File: config.mk
export PLATFORM = sky130hd
export DESIGN_NAME = hilo_div_unit_flat
export DESIGN_NICKNAME = d
export VERILOG_FILES = /design/src/rtl/hilo_div_unit_if.sv /design/src/rtl/hilo_div_unit.sv /design/src/flat_wrapper.sv
export SDC_FILE = /design/constraint.sdc
export NUM_CORES = 1
export LEC_CHECK = 0
export ABC_AREA = 1
export BUFFER_PORTS_ARGS = -buffer_cell sky130_fd_sc_hd__clkbuf_2
export CORE_MARGIN = 2
export CORE_UTILIZATION = 47
export CTS_CLUSTER_DIAMETER = 80
export DETAILED_ROUTE_END_ITERATION = 8
export PLACE_DENSITY_LB_ADDON = 0.12
export SYNTH_ARGS = -nofsm -noshare
export SYNTH_HDL_FRONTEND = slang
export SYNTH_SLANG_ARGS = --single-unit
File: constraint.sdc
create_clock -name clock -period 1.6 [get_ports clock]
set_input_delay 0.08 -clock clock [delete_from_list [all_inputs] [get_ports clock]]
set_output_delay 0.08 -clock clock [all_outputs]
set_load 0.02 [all_outputs]
File: src/rtl/hilo_div_unit_if.sv
// hilo_div_unit_if
//   CPU-side bundle for the HI/LO divide unit.
//   master : pipeline side; drives divide requests and MTHI/MTLO writes,
//            observes req_ready/busy, the HI/LO registers and status pulses.
//   slave  : the divide unit itself.
//   Signals:
//     req_valid, req_signed, req_a, req_b   divide request (DIV / DIVU)
//     wr_hi, wr_lo, wr_data                  MTHI / MTLO writes
//     req_ready, busy                        accept / stall indications
//     hi, lo                                 remainder / quotient registers
//     done, div_by_zero, div_timeout         one-cycle status pulses
interface hilo_div_unit_if;
  logic        req_valid;
  logic        req_signed;
  logic [31:0] req_a;
  logic [31:0] req_b;
  logic        wr_hi;
  logic        wr_lo;
  logic [31:0] wr_data;
  logic        req_ready;
  logic        busy;
  logic [31:0] hi;
  logic [31:0] lo;
  logic        done;
  logic        div_by_zero;
  logic        div_timeout;

  modport master (
    output req_valid, req_signed, req_a, req_b, wr_hi, wr_lo, wr_data,
    input  req_ready, busy, hi, lo, done, div_by_zero, div_timeout
  );

  modport slave (
    input  req_valid, req_signed, req_a, req_b, wr_hi, wr_lo, wr_data,
    output req_ready, busy, hi, lo, done, div_by_zero, div_timeout
  );
endinterface

File: src/rtl/hilo_div_unit.sv
// hilo_div_unit
//   Sequences a signed/unsigned 32-bit divide through an external unsigned
//   divider and holds the architectural HI (remainder) / LO (quotient)
//   registers. Signed operands are converted to magnitudes before the divider
//   and the results re-signed on the way back.
//   Ports:
//     clock, reset        rising-edge clock, synchronous active-high reset
//     bus (slave)         request, MTHI/MTLO writes, HI/LO and status
//     div_start           one-cycle start pulse to the divider
//     div_operand1/2      dividend / divisor magnitudes, held until next request
//     div_result          {remainder, quotient} from the divider
//     div_finish          divider completion level (may stay high when idle)
module hilo_div_unit (
  input  logic        clock,
  input  logic        reset,
  hilo_div_unit_if.slave bus,
  output logic        div_start,
  output logic [31:0] div_operand1,
  output logic [31:0] div_operand2,
  input  logic [63:0] div_result,
  input  logic        div_finish
);

  typedef enum logic [1:0] {
    IDLE  = 2'd0,
    START = 2'd1,
    WAIT  = 2'd2,
    DONE  = 2'd3
  } state_t;

  state_t      state_q;
  logic [5:0]  wait_cnt_q;
  logic        neg_q_q;
  logic        neg_r_q;
  logic [31:0] hi_q;
  logic [31:0] lo_q;
  logic [31:0] op1_q;
  logic [31:0] op2_q;
  logic        div_start_q;
  logic        done_q;
  logic        dbz_q;
  logic        timeout_q;

  logic [31:0] mag_a_d;
  logic [31:0] mag_b_d;
  logic [31:0] lo_d;
  logic [31:0] hi_d;

  // Magnitudes going to the divider and re-signed results coming back.
  // 0x80000000 maps to itself, which the unsigned divider handles correctly.
  always_comb begin
    mag_a_d = (bus.req_signed && bus.req_a[31]) ? (32'd0 - bus.req_a) : bus.req_a;
    mag_b_d = (bus.req_signed && bus.req_b[31]) ? (32'd0 - bus.req_b) : bus.req_b;
    lo_d    = neg_q_q ? (32'd0 - div_result[31:0])  : div_result[31:0];
    hi_d    = neg_r_q ? (32'd0 - div_result[63:32]) : div_result[63:32];
  end

  always_ff @(posedge clock) begin
    if (reset) begin
      state_q     <= IDLE;
      wait_cnt_q  <= 6'd0;
      neg_q_q     <= 1'b0;
      neg_r_q     <= 1'b0;
      hi_q        <= 32'd0;
      lo_q        <= 32'd0;
      op1_q       <= 32'd0;
      op2_q       <= 32'd0;
      div_start_q <= 1'b0;
      done_q      <= 1'b0;
      dbz_q       <= 1'b0;
      timeout_q   <= 1'b0;
    end else begin
      div_start_q <= 1'b0;
      done_q      <= 1'b0;
      dbz_q       <= 1'b0;
      timeout_q   <= 1'b0;

      // MTHI/MTLO first; a division result written below in the same cycle
      // overrides these because the later non-blocking assignment wins.
      if (bus.wr_hi) hi_q <= bus.wr_data;
      if (bus.wr_lo) lo_q <= bus.wr_data;

      case (state_q)
        IDLE: begin
          if (bus.req_valid) begin
            if (bus.req_b == 32'd0) begin
              // Zero divisor: skip the divider entirely, HI/LO untouched.
              done_q  <= 1'b1;
              dbz_q   <= 1'b1;
              state_q <= DONE;
            end else begin
              neg_q_q     <= bus.req_signed & (bus.req_a[31] ^ bus.req_b[31]);
              neg_r_q     <= bus.req_signed & bus.req_a[31];
              op1_q       <= mag_a_d;
              op2_q       <= mag_b_d;
              div_start_q <= 1'b1;
              state_q     <= START;
            end
          end
        end
        START: begin
          wait_cnt_q <= 6'd0;
          state_q    <= WAIT;
        end
        WAIT: begin
          wait_cnt_q <= wait_cnt_q + 6'd1;
          // wait_cnt_q==0 is the first WAIT cycle; div_finish there can be
          // left over from the previous operation, so it is not trusted.
          if ((wait_cnt_q != 6'd0) && div_finish) begin
            lo_q    <= lo_d;
            hi_q    <= hi_d;
            done_q  <= 1'b1;
            state_q <= DONE;
          end else if (wait_cnt_q == 6'd62) begin
            // Counter reaches 63 at this edge with no finish seen.
            timeout_q <= 1'b1;
            state_q   <= IDLE;
          end
        end
        DONE: begin
          state_q <= IDLE;
        end
        default: begin
          state_q <= IDLE;
        end
      endcase
    end
  end

  assign bus.req_ready   = (state_q == IDLE);
  assign bus.busy        = (state_q != IDLE);
  assign bus.hi          = hi_q;
  assign bus.lo          = lo_q;
  assign bus.done        = done_q;
  assign bus.div_by_zero = dbz_q;
  assign bus.div_timeout = timeout_q;
  assign div_start       = div_start_q;
  assign div_operand1    = op1_q;
  assign div_operand2    = op2_q;

endmodule

File: src/flat_wrapper.sv
// flat-port wrapper written by rule: the top's interface ports become plain ports
module hilo_div_unit_flat 
  (clock, reset, div_start, div_operand1, div_operand2, div_result, div_finish, bus_req_valid, bus_req_signed, bus_req_a, bus_req_b, bus_wr_hi, bus_wr_lo, bus_wr_data, bus_req_ready, bus_busy, bus_hi, bus_lo, bus_done, bus_div_by_zero, bus_div_timeout);
  hilo_div_unit_if bus_i ();
  input  logic clock;
  input  logic reset;
  output logic div_start;
  output logic [31:0] div_operand1;
  output logic [31:0] div_operand2;
  input  logic [63:0] div_result;
  input  logic div_finish;
  input wire logic [$bits(bus_i.req_valid)-1:0] bus_req_valid;
  input wire logic [$bits(bus_i.req_signed)-1:0] bus_req_signed;
  input wire logic [$bits(bus_i.req_a)-1:0] bus_req_a;
  input wire logic [$bits(bus_i.req_b)-1:0] bus_req_b;
  input wire logic [$bits(bus_i.wr_hi)-1:0] bus_wr_hi;
  input wire logic [$bits(bus_i.wr_lo)-1:0] bus_wr_lo;
  input wire logic [$bits(bus_i.wr_data)-1:0] bus_wr_data;
  output wire logic [$bits(bus_i.req_ready)-1:0] bus_req_ready;
  output wire logic [$bits(bus_i.busy)-1:0] bus_busy;
  output wire logic [$bits(bus_i.hi)-1:0] bus_hi;
  output wire logic [$bits(bus_i.lo)-1:0] bus_lo;
  output wire logic [$bits(bus_i.done)-1:0] bus_done;
  output wire logic [$bits(bus_i.div_by_zero)-1:0] bus_div_by_zero;
  output wire logic [$bits(bus_i.div_timeout)-1:0] bus_div_timeout;
  assign bus_i.req_valid = bus_req_valid;
  assign bus_i.req_signed = bus_req_signed;
  assign bus_i.req_a = bus_req_a;
  assign bus_i.req_b = bus_req_b;
  assign bus_i.wr_hi = bus_wr_hi;
  assign bus_i.wr_lo = bus_wr_lo;
  assign bus_i.wr_data = bus_wr_data;
  assign bus_req_ready = bus_i.req_ready;
  assign bus_busy = bus_i.busy;
  assign bus_hi = bus_i.hi;
  assign bus_lo = bus_i.lo;
  assign bus_done = bus_i.done;
  assign bus_div_by_zero = bus_i.div_by_zero;
  assign bus_div_timeout = bus_i.div_timeout;
  hilo_div_unit u_core (.clock(clock), .reset(reset), .bus(bus_i), .div_start(div_start), .div_operand1(div_operand1), .div_operand2(div_operand2), .div_result(div_result), .div_finish(div_finish));
endmodule
==> flow_summary.json <==
{
  "status": "complete, but fails checks",
  "violations": "setup timing",
  "final_nets": 2117,
  "synthFlopType": "dfxtp_1",
  "busiest_layer": "met2",
  "cts_tree": "done",
  "gp_congestion": 0.972,
  "dp_hpwl_um": 25300,
  "fmax_mhz": 614,
  "worstPathRequired_ps": 1920,
  "portBuffers": 300,
  "yosys_warnings": 0,
  "cts.sinks": 142,
  "ant_nets": 0,
  "fin_crit_ps": 1630,
  "clk_latency_ps": 430,
  "cp_top_family": "simple AND/OR/NAND/NOR gates",
  "synth_fp_nets": 1733,
  "design.core.area_um2": 19500,
  "critPathMaxStageDelay_ps": 330,
  "post-route-period-util_pct": 102,
  "grt_pass1_vias": 11068,
  "start_util_pct": 48.1,
  "critPathLaunchType": "register",
  "synth_edf_count": 0,
  "path_cells": "inv_2 > ha_4 > nand4_1 > nand2_2 > nor2_4 > inv_4 > buf_12 > a21oi_1 > o21ai_1 > nand3_1 > inv_1",
  "nFillCells": 1804,
  "clk_pin_slew_ps": 60,
  "yosysTopAreaCell": "dfxtp_1",
  "cpMaxStageDelayCell": "dfxtp_2",
  "syn_to_final_growth_pct": 43.4,
  "slew_headroom_pct": 49.0,
  "cts_buffers": 17,
  "powerDensity_nw_per_um2": 1050,
  "wl_per_cell_um": 15.8,
  "slew_viol_final": 0,
  "syn_area_um2": 9390,
  "die_h_um": 145,
  "firstDrtPassIters": 7,
  "clk_root_buffer_cell": "clkbuf_16",
  "end_kind": "register",
  "ys_types": 45,
  "grt_max_degree": 57,
  "grt_use_total_pct": 31.5,
  "synthCells": 1557,
  "hold_viol": 0,
  "maxCapViolCount": 0,
  "ys_ff_latch": 142,
  "mostFrequentLayoutCell": "nand2_1",
  "drc_errors": 0,
  "rsz0062_at_grt": "yes",
  "syn_avg_cell_area_um2": 6.03,
  "routed_via_density": 5.27,
  "grt_use_met3_pct": 6.52,
  "layout_setup_ws_ps": -29.9,
  "fin_skew_ps": 10.4,
  "grt_use_met2_pct": 55.2,
  "cts_max_path_buffers": 2,
  "leakagePower_nw": 6.74,
  "tightestPinTransition_ps": 765,
  "layout_common_cells": "nand2_1, clkbuf_2, inv_1",
  "route.vias.total": 11705,
  "ys_seq_area_share_pct": 30.3,
  "setup_viol": 21,
  "rows": 51,
  "drtIter0Drc": 658,
  "finalPower_mw": 14.1,
  "synthTopCellsByArea": "dfxtp_1, nand2_1, inv_1",
  "gr-usage-met1_pct": 38.3,
  "overflow": 0,
  "path_buf_inv": 4,
  "crit_arrival_ps": 1950,
  "finalWirelength_um": 35200,
  "ir_drop_uv": 838,
  "die_area_um2": 21100,
  "synth_top_area_share_pct": 30.3,
  "async_flop_share_pct": 0,
  "drive_gt1_share_pct": 27.6,
  "grt_pass1_wl_um": 54400,
  "hold_path_class": "primary input to register",
  "antenna_found_initial": 1,
  "pre_cts_ws_ps": -117,
  "htreeDepth": 4,
  "crit_path_max_fanout": 29,
  "die_w_um": 145,
  "io_pins": 301,
  "path_class": "register to register"
}
## path summary, 6_finish.rpt
path,start,to,slack (ps),cells after the start
worst min register to register,u_core.div_operand1[1]$_SDFFE_PP0P_,u_core.div_operand1[1]$_SDFFE_PP0P_,470,2
worst max-delay path,u_core.wait_cnt_q[0]$_SDFFE_PP0P_,u_core.bus.lo[9]$_SDFF_PP0_,-30,11
worst max register to register,u_core.wait_cnt_q[0]$_SDFFE_PP0P_,u_core.bus.lo[9]$_SDFF_PP0_,-30,11
worst min-delay path,div_result[15],u_core.bus.lo[15]$_SDFF_PP0_,6,4
## logic make-up (layout without fill, tap and decap cells)
group	after synthesis	in the layout	share of synthesized area, %
DFF	142	142	30.3
buffers and inverters	271	668	11.2
and+or+nand+nor	738	738	33.1
xor gates and xnor gates	45	45	4.20
other	0	1	0
adders and majority gates	9	9	1.20
AOI/OAI and AO/OA	352	352	20.0
## sequential cells by signal, indices dropped and copies added (netlist names)
register / cells
u_core.div_start: 1
u_core.neg_q_q: 1
u_core.neg_r_q: 1
u_core.bus.lo: 32
u_core.bus.done: 1
u_core.div_operand1: 32
u_core.bus.hi: 32
u_core.wait_cnt_q: 6
u_core.state_q: 2
u_core.bus.div_timeout: 1
u_core.bus.div_by_zero: 1
u_core.div_operand2: 32
## worst register-to-register path, delay by kind of cell, from the launching register on
| family | cells | cell delay [ps] |
|---|---|---|
| simple gates | 4 | 460 |
| buf+inv | 4 | 360 |
| flops | 1 | 330 |
| compound gates | 2 | 230 |
| fa+ha+maj | 1 | 140 |
## stage by stage
step | util [%] | setup TNS, ps | cell area (um2) | instances | hold slack [ps]
after floorplan | - | 0 | 9410 | 1557 | 218
after global placement | 59.7 | -246 | 11600 | 2128 | 346
after detailed placement | 59.7 | -1720 | 11600 | 2128 | 359
after CTS | 66.2 | -131 | 12900 | 2206 | 0.882
after global routing | 69.0 | -5140 | 13500 | 2220 | 9.09
final | 69.0 | -282 | 13500 | 2220 | 5.83
## area by class of cell
| cell class | instances | area [um2] | area share, % |
|---|---|---|---|
| diodes | 1 | 2.50 | 0.0186 |
| clock buffers | 19 | 433 | 3.21 |
| clock inverters | 13 | 214 | 1.59 |
| inverters | 202 | 767 | 5.69 |
| multi-input cells | 1144 | 5830 | 43.3 |
| flip-flops and latches | 142 | 2850 | 21.1 |
| well taps | 265 | 332 | 2.46 |
| repair buffers | 434 | 3040 | 22.6 |
## power by group
part | total, mW | internal, mW | switching, mW
clock | 4.43 | 2.78 | 1.65
sequential | 4.40 | 4.06 | 0.337
combinational | 5.29 | 2.17 | 3.12
total | 14.1 | 9.01 | 5.11
## layer usage
layer | part of all wire, % | vias up
li1 | - | 5836
met1 | 40 | 5277
met2 | 48 | 507
met3 | 7.9 | 85
met4 | 3.7 | 0
met5 | 0 | -
## synth_stat cells, types with 2 or more instances
master / instances
dfxtp_1: 142
inv_1: 197
a311oi_1: 2
nor4_1: 2
clkbuf_1: 47
buf_2: 13
and2_1: 3
nor2_2: 5
inv_2: 3
o21a_1: 3
nor3_1: 17
or2_2: 3
clkinv_1: 2
ha_1: 9
o211ai_1: 4
nand3_1: 130
nor2_1: 170
nor2_4: 2
buf_1: 5
nand3b_1: 5
xor2_1: 39
a22oi_1: 2
a21oi_1: 129
a21o_1: 2
nand2_2: 2
nand4_1: 23
a211oi_1: 2
a31oi_1: 17
o21bai_1: 2
xnor2_1: 6
o21ai_0: 142
nand2_1: 370
o21ai_1: 33
a21oi_2: 10
buf_4: 3
and3_1: 2
## timing repair
action                                  4_1_cts  5_1_grt
pin swaps                                     3       39
gates cloned                                  5        5
endpoints found under the hold margin        35        1
gates resized for setup                      29      120
endpoints found under the setup margin       57      127
setup buffers                                 7        7
hold buffers                                 34        1
Note: power is estimated with default switching activity, not from simulation.
